## src/rtl/btn_pkg.sv

```systemverilog
// Shared definitions for the push-button conditioner: FSM state encodings
// and a constant-evaluable ceiling-log2 used to size the counters.
package btn_pkg;

  typedef enum logic [1:0] {
    ST_IDLE        = 2'd0,
    ST_ARM_PRESS   = 2'd1,
    ST_PRESSED     = 2'd2,
    ST_ARM_RELEASE = 2'd3
  } state_t;

  function automatic int clog2(input int n);
    int r;
    r = 0;
    while ((longint'(1) << r) < longint'(n)) begin
      r = r + 1;
    end
    return r;
  endfunction

endpackage

```

## src/rtl/sync_2ff.sv

```systemverilog
// Single-bit two-flop synchroniser for asynchronous board inputs.
// Both stages clear to 0 on reset so a held input is seen as a fresh edge.
module sync_2ff (
  input  logic clk,
  input  logic rst_n,
  input  logic d,
  output logic q
);

  logic s1_d, s1_q;
  logic s2_d, s2_q;

  always_comb begin
    s1_d = d;
    s2_d = s1_q;
  end

  always_ff @(posedge clk or negedge rst_n) begin
    if (!rst_n) begin
      s1_q <= 1'b0;
      s2_q <= 1'b0;
    end else begin
      s1_q <= s1_d;
      s2_q <= s2_d;
    end
  end

  assign q = s2_q;

endmodule

```

## src/rtl/btn_debounce.sv

```systemverilog
// Push-button debouncer: synchronised input, stability-counted FSM, and
// registered level plus one-cycle press/release/long-hold pulses.
module btn_debounce
  import btn_pkg::*;
#(
  parameter int STABLE_CNT = 500000,
  parameter int HOLD_CNT   = 50000000
) (
  input  logic clk,
  input  logic rst_n,
  input  logic btn_in,
  output logic btn_level,
  output logic press_pulse,
  output logic release_pulse,
  output logic hold_pulse
);

  localparam int CW = clog2(STABLE_CNT);
  localparam int HW = clog2(HOLD_CNT) + 1;
  localparam logic [CW-1:0] CNT_LAST  = CW'(STABLE_CNT - 1);
  localparam logic [HW-1:0] HOLD_LAST = HW'(HOLD_CNT - 1);
  localparam logic [HW-1:0] HOLD_SAT  = HW'(HOLD_CNT);

  logic btn_s;

  state_t          state_d, state_q;
  logic [CW-1:0]   cnt_d, cnt_q;
  logic [HW-1:0]   hcnt_d, hcnt_q;
  logic            level_d, level_q;
  logic            press_d, press_q;
  logic            release_d, release_q;
  logic            hold_d, hold_q;

  sync_2ff u_sync (
    .clk   (clk),
    .rst_n (rst_n),
    .d     (btn_in),
    .q     (btn_s)
  );

  always_comb begin
    state_d   = state_q;
    cnt_d     = cnt_q;
    hcnt_d    = hcnt_q;
    level_d   = level_q;
    press_d   = 1'b0;
    release_d = 1'b0;
    hold_d    = 1'b0;

    case (state_q)
      ST_IDLE: begin
        level_d = 1'b0;
        if (btn_s) begin
          state_d = ST_ARM_PRESS;
          cnt_d   = CW'(1);
        end
      end

      ST_ARM_PRESS: begin
        if (!btn_s) begin
          state_d = ST_IDLE;
          cnt_d   = '0;
        end else if (cnt_q == CNT_LAST) begin
          state_d = ST_PRESSED;
          cnt_d   = '0;
          hcnt_d  = '0;
          level_d = 1'b1;
          press_d = 1'b1;
        end else begin
          cnt_d = cnt_q + CW'(1);
        end
      end

      ST_PRESSED: begin
        // Saturating one past the fire value keeps the pulse to once per press.
        if (hcnt_q != HOLD_SAT) begin
          hcnt_d = hcnt_q + HW'(1);
        end
        if (hcnt_q == HOLD_LAST) begin
          hold_d = 1'b1;
        end
        if (!btn_s) begin
          state_d = ST_ARM_RELEASE;
          cnt_d   = CW'(1);
        end
      end

      ST_ARM_RELEASE: begin
        if (btn_s) begin
          state_d = ST_PRESSED;
          cnt_d   = '0;
        end else if (cnt_q == CNT_LAST) begin
          state_d   = ST_IDLE;
          cnt_d     = '0;
          level_d   = 1'b0;
          release_d = 1'b1;
        end else begin
          cnt_d = cnt_q + CW'(1);
        end
      end

      default: begin
        state_d = ST_IDLE;
        cnt_d   = '0;
        level_d = 1'b0;
      end
    endcase
  end

  always_ff @(posedge clk or negedge rst_n) begin
    if (!rst_n) begin
      state_q   <= ST_IDLE;
      cnt_q     <= '0;
      hcnt_q    <= '0;
      level_q   <= 1'b0;
      press_q   <= 1'b0;
      release_q <= 1'b0;
      hold_q    <= 1'b0;
    end else begin
      state_q   <= state_d;
      cnt_q     <= cnt_d;
      hcnt_q    <= hcnt_d;
      level_q   <= level_d;
      press_q   <= press_d;
      release_q <= release_d;
      hold_q    <= hold_d;
    end
  end

  assign btn_level     = level_q;
  assign press_pulse   = press_q;
  assign release_pulse = release_q;
  assign hold_pulse    = hold_q;

endmodule

```

## config.mk

```make
export PLATFORM = sky130hd
export DESIGN_NAME = btn_debounce
export DESIGN_NICKNAME = d
export VERILOG_FILES = /design/src/rtl/btn_pkg.sv /design/src/rtl/sync_2ff.sv /design/src/rtl/btn_debounce.sv
export SDC_FILE = /design/constraint.sdc
export NUM_CORES = 1
export LEC_CHECK = 0
export CAP_MARGIN = 20
export CORE_MARGIN = 10
export CORE_UTILIZATION = 60
export DETAILED_ROUTE_END_ITERATION = 10
export DONT_BUFFER_PORTS = 1
export GPL_ROUTABILITY_DRIVEN = 0
export PLACE_DENSITY = 0.72
export RECOVER_POWER = 50
export SLEW_MARGIN = 25
export SYNTH_ARGS = -nofsm -noshare
export SYNTH_HDL_FRONTEND = slang
export SYNTH_SLANG_ARGS = --single-unit
```

## constraint.sdc

```tcl
create_clock -name clk -period 2.75 [get_ports clk]
set_clock_uncertainty 0.1 [all_clocks]
set_input_delay 0.55 -clock clk [delete_from_list [all_inputs] [get_ports clk]]
set_output_delay 0.55 -clock clk [all_outputs]
set_load 0.005 [all_outputs]
```

=== Word level (Yosys, flattened, before mapping) ===
Cells that the tools add are included.

* Register bits after elaboration: 54
* Bits in latches: 0
* Bits in writable memories: 0
* ROM bits: 0
* Bits of input ports: 3
* Memories: 0

* Add/sub/neg operators: 2
* Multiply operators: 0
* Div/mod/pow operators: 0
* $lt $le $gt $ge: 0
* Equal/unequal tests: 15
* Shift-type cells: 0
* Multiplexer cells: 29
* Bitwise gates (word level): 0
* Reduce and logical (&&, ||, !) cells: 7

{| class="wikitable"
|+ Operators with widths
! kind !! number
|-
| 19-bit 2-to-1 mux || 5
|-
| 27-bit 2-to-1 mux || 3
|-
| 19-bit case mux with 4 select lines || 1
|-
| 27-bit case mux with 2 select lines || 1
|-
| 27-bit by 1-bit adder with 27-bit output (second input constant) || 1
|-
| 27-bit by 26-bit equality test with 1-bit output (second input constant) || 1
|-
| 27-bit by 26-bit inequality test with 1-bit output (second input constant) || 1
|-
| 19-bit by 1-bit adder with 19-bit output (second input constant) || 1
|-
| 19-bit equality test (second input constant) || 1
|-
| 2-bit 2-to-1 mux || 6
|-
| 1-bit 2-to-1 mux || 11
|-
| 2-bit inequality test (second input constant) || 5
|-
| 2-bit case mux with 4 select lines || 1
|-
| 4-bit AND reduction || 2
|-
| 5-bit AND reduction || 1
|-
| 2-bit equality test (second input constant) || 2
|-
| 2-bit by 1-bit inequality test with 1-bit output (second input constant) || 2
|-
| 3-bit by 2-bit inequality test with 1-bit output (second input constant) || 1
|-
| 3-bit inequality test (second input constant) || 1
|-
| 1-bit case mux with 3 select lines || 1
|-
| 3-bit nonzero test || 1
|-
| 2-bit by 1-bit equality test with 1-bit output (second input constant) || 1
|-
| 2-bit logical NOT || 1
|-
| 2-bit AND reduction || 1
|-
| 2-bit nonzero test || 1
|}

=== Logic depth before layout (Yosys ltp) ===
* Word-level depth: 4
* Gate-level depth with buffers: 9
* Depth with buffers taken out: 6

=== Modules after synthesis ===
Synthesis repeated with hierarchy kept, for this count alone.

* Cell total of the unflattened synthesis: 321
* Area, all modules: 2980.4 um^2

{| class="wikitable"
|+ Modules (own cells, without submodules)
! module !! instances !! cells each !! area an instance (um^2)
|-
| btn_debounce || 1 || 319 || 2930.3
|-
| sync_2ff || 1 || 2 || 50.0
|}

=== Worst setup path before layout ===
OpenSTA, ideal clock, no wires.

* Path kind: register to register
* Start point: register hcnt_q[10]
* End point: register hcnt_q[0]
* Setup time: 125 ps
* Data arrival time: 2130 ps
* Data required time: 2525 ps
* Setup slack: 395 ps
* Cell stages (with the launch flop): 7
* Path buffers: 1
* Clock period less this slack: 2355 ps
* Path through: dfrtp_1 or4b_1 or4_4 nor4_2 buf_4 nor2_2 mux2_2

* Longest elaborated chain between the ends: 3

{| class="wikitable"
|+ RTL lines
! what !! line !! text
|-
| from (decl) || btn_debounce.sv:28 || <nowiki>logic [HW-1:0] hcnt_d, hcnt_q;</nowiki>
|-
| from (signal assigned) || btn_debounce.sv:122 || <nowiki>hcnt_q <= hcnt_d;</nowiki>
|-
| 27-bit by 26-bit inequality test with 1-bit output || btn_debounce.sv:76 || <nowiki>if (hcnt_q != HOLD_SAT) begin</nowiki>
|-
| 2-bit inequality test (no line) || n/a ||
|-
| 4-bit AND reduction (no line) || n/a ||
|}

Every way passes these cells.
A chain may end at the register's enable or synchronous reset.

=== Final worst setup path ===
Same ends and word-level chain as after synthesis.

==> flow_summary_export.csv <==
group,metric,value,unit
logic_synthesis,ys_seq_area_frac,0.460,
placement,hpwl,3970,µm
clock_network,clock_sinks,54,
clock_network,clock_path_buffers,2,
routing,drt_first_pass_iters,4,
final_layout,diodes,0,
floorplan,num_rows,25,
routing,postRouteAntennaNets,0,
floorplan,num_io_pins,7,
setup_path,timing.rr.start,"hcnt_q[10]",
grt,grt_max_degree,55,
final_layout,nFillCells,377,
grt,first_global_vias,2229,
grt,antenna_found_initial,0,
logic_synthesis,yosysWarnings,0,
logic_synthesis,yosys.cell_types.count,53,
logic_synthesis,synth_seq_cells,54,
logic_synthesis,syn_inst,315,
run_status,outcome,"finished, final reports clean",
min_path,hold_start,"btn_in",
timing,rsz0062_at_grt,"false",
timing,finalCritPeriodShare,0.879,
logic_synthesis,synth_edf_count,0,
clock_network,path_clk_slew,0.10,ns
timing,fmax,414,MHz
grt,grt_first_pass_wirelength,10400,µm
floorplan,die_w,90.0,µm
logic_synthesis,ys_async_sr_fraction,1.00,
timing,setup_viol,0,
min_path,hold_class,"primary input to register",
setup_path,crit_path_max_fanout,11,
timing,fin_tns_setup,0,ns
min_path,hold_depth,0,
setup_path,crit_path_end_kind,"register",
routing,avgViaCountPerCell,6.05,
floorplan,core-area,4720,µm²
pwr,peakVddDrop,0.359,mV
timing,hold_viol,0,
timing,final_max_slew_viol_count,0,
timing,worst_pin_slew,1.30,ns
pwr,powerDensity,515,nW/µm²
final_layout,layout-area-overhead-vs-synth,5.53,%
floorplan,start_util,0.623,
logic_synthesis,syn-cell-area,2940,µm²
clock_network,root_buffer,"clkbuf_8",
final_layout,seqCellArea,1350,µm²
setup_path,cp.required,2.86,ns
final_layout,final_cells,384,
setup_path,cp.arrival,2.52,ns
logic_synthesis,syn_avg_cell_area,9.33,µm²
setup_path,cp-start-kind,"register",
routing,initialDrtViolationCount,105,
placement,dp.cells,374,
timing,finalCriticalPeriod,2.42,ns
clock_network,cts-resized-gates,0,
floorplan,dieArea,8100,µm²
clock_network,insertion_delay,0.31,ns
routing,routedWlPerCell,15.1,µm
pwr,p_leak,0.00127,µW
setup_path,timing.rr.end,"hcnt_q[0]",
floorplan,die_h,90.0,µm
grt,grt_usage,0.150,
grt,overflow,0,
routing,routed_wl,5790,µm
final_layout,drive_gt1_frac,0.120,
placement,io_buffers,0,
routing,vias,2325,
run,cap_violations,0,
final_layout,nets,322,
clock_network,cts_tree,"yes",
logic_synthesis,synthFlopType,"dfrtp_1",
clock_network,numCtsBuffers,5,
pwr,p_total,1600,µW
setup_path,worst_r2r_path_depth,6,
setup_path,timing_worst_setup_path_type,"register to register",
final_layout,multi_input_area,1460,µm²
clock_network,htreeDepth,2,
logic_synthesis,syn-num-nets,321,
final_layout,fin_util,0.657,
routing,route.detailed.drc,0,
setup_path,r2r_slack,0.33,ns
timing,relSlewSlack,0.136,
min_path,min_to,"u_sync.s1_q",
## repair_timing
action | in CTS | in global routing
buffers inserted | 0 | 0
hold buffers | 2 | 0
hold endpoints to repair | 54 | 0
## kinds of logic (layout without fill, tap and decap cells)
kind of cell / after synthesis / count (layout) / synth area share
simple gates: 152 / 152 / 0.290
fa+ha+maj: 3 / 3 / 0.0128
flops: 54 / 54 / 0.460
compound gates: 63 / 63 / 0.130
buf+inv: 23 / 25 / 0.0455
xor+xnor: 17 / 17 / 0.0506
mux: 3 / 3 / 0.0111
## layout make-up
class,instances,area share
Sequential cell,54,0.435
Inverter,8,0.00968
Multi-Input combinational cell,238,0.471
Clock buffer,5,0.0222
Timing Repair Buffer,9,0.0218
Tap cell,67,0.0270
Clock inverter,3,0.0129
## through the flow
stage	instance area, µm²	setup slack, ns	hold WS, ns
final	3100	0.334	0.154
after global routing	3100	0.101	0.131
after CTS	3130	0.331	0.142
after global placement	2980	0.361	0.156
after floorplan	2940	0.395	0.154
after detailed placement	2980	0.338	0.156
## sequential cells by signal (all words and copies together) (netlist names), named ones only
register	flops
btn_level	1
hcnt_q	27
u_sync.q	1
hold_pulse	1
state_q	1
press_pulse	1
release_pulse	1
cnt_q	19
u_sync.s1_q	1
## critical path, cell delays in order, from the launching register on
cell	delay, ns
dfrtp_1	0.42
or4b_1	0.52
or4_4	0.55
nor4_2	0.22
buf_4	0.21
nor2_2	0.05
mux2_2	0.25
## metal layers
| metal | global-route usage | vias to the layer above | share of wire |
|---|---|---|---|
| met5 | 0 | - | 0 |
| li1 | - | 1155 | - |
| met1 | 0.186 | 1115 | 0.45 |
| met4 | 0.0398 | 0 | 0.011 |
| met2 | 0.251 | 49 | 0.49 |
| met3 | 0.0407 | 6 | 0.049 |
## cell usage after synthesis, drive strengths merged, types with 2 or more instances
master,number,area [µm²]
a21oi,19,95.1
and4,2,18.8
or4b,2,20.0
nand4,18,113
nand3b,2,15.0
mux2,2,22.5
xor2,16,140
dfrtp,54,1350
nor2,32,123
and2,3,18.8
o211ai,4,30.0
a21o,3,22.5
or2,4,25.0
and3,4,25.0
nor4,5,43.8
nand3,23,115
clkbuf,10,47.5
o21ai,15,75.1
o31ai,4,30.0
or3,12,85.1
a22o,4,36.3
a211oi,2,15.0
nor3,4,20.0
or4,8,66.3
nand2b,2,12.5
nor2b,3,18.8
buf,4,23.8
nand2,22,82.6
a31oi,9,56.3
nor4b,3,26.3
inv,8,30.0
ha,3,37.5
## power by group
part,switching (µW),internal [µW],total [µW]
registers,40.6,819,860
logic,130,70.3,200
clock network,268,268,536
total,438,1160,1600
## worst max-delay path by stage
stage,cells after the start,slack (ns),end,from
3_5_place_dp,6,0.34,hcnt_q[0],hcnt_q[10]
3_3_place_gp,6,0.36,hcnt_q[0],hcnt_q[10]
4_1_cts,6,0.33,hcnt_q[0],hcnt_q[10]
5_1_grt,6,0.10,cnt_q[7],cnt_q[0]
6_report,6,0.33,hcnt_q[0],hcnt_q[10]
2_1_floorplan,6,0.40,hcnt_q[0],hcnt_q[10]
## placed cells by master, fill, tap and decap left out, drive strengths merged, types with 5 or more instances in the layout
master,n
or4,8
a21oi,19
nor4,5
buf,7
clkbuf,6
nor2,32
nand2,22
nand4,18
nand3,23
inv,8
xor2,16
a31oi,9
dfrtp,54
or3,12
o21ai,15
(Power assumes the default switching activity.)
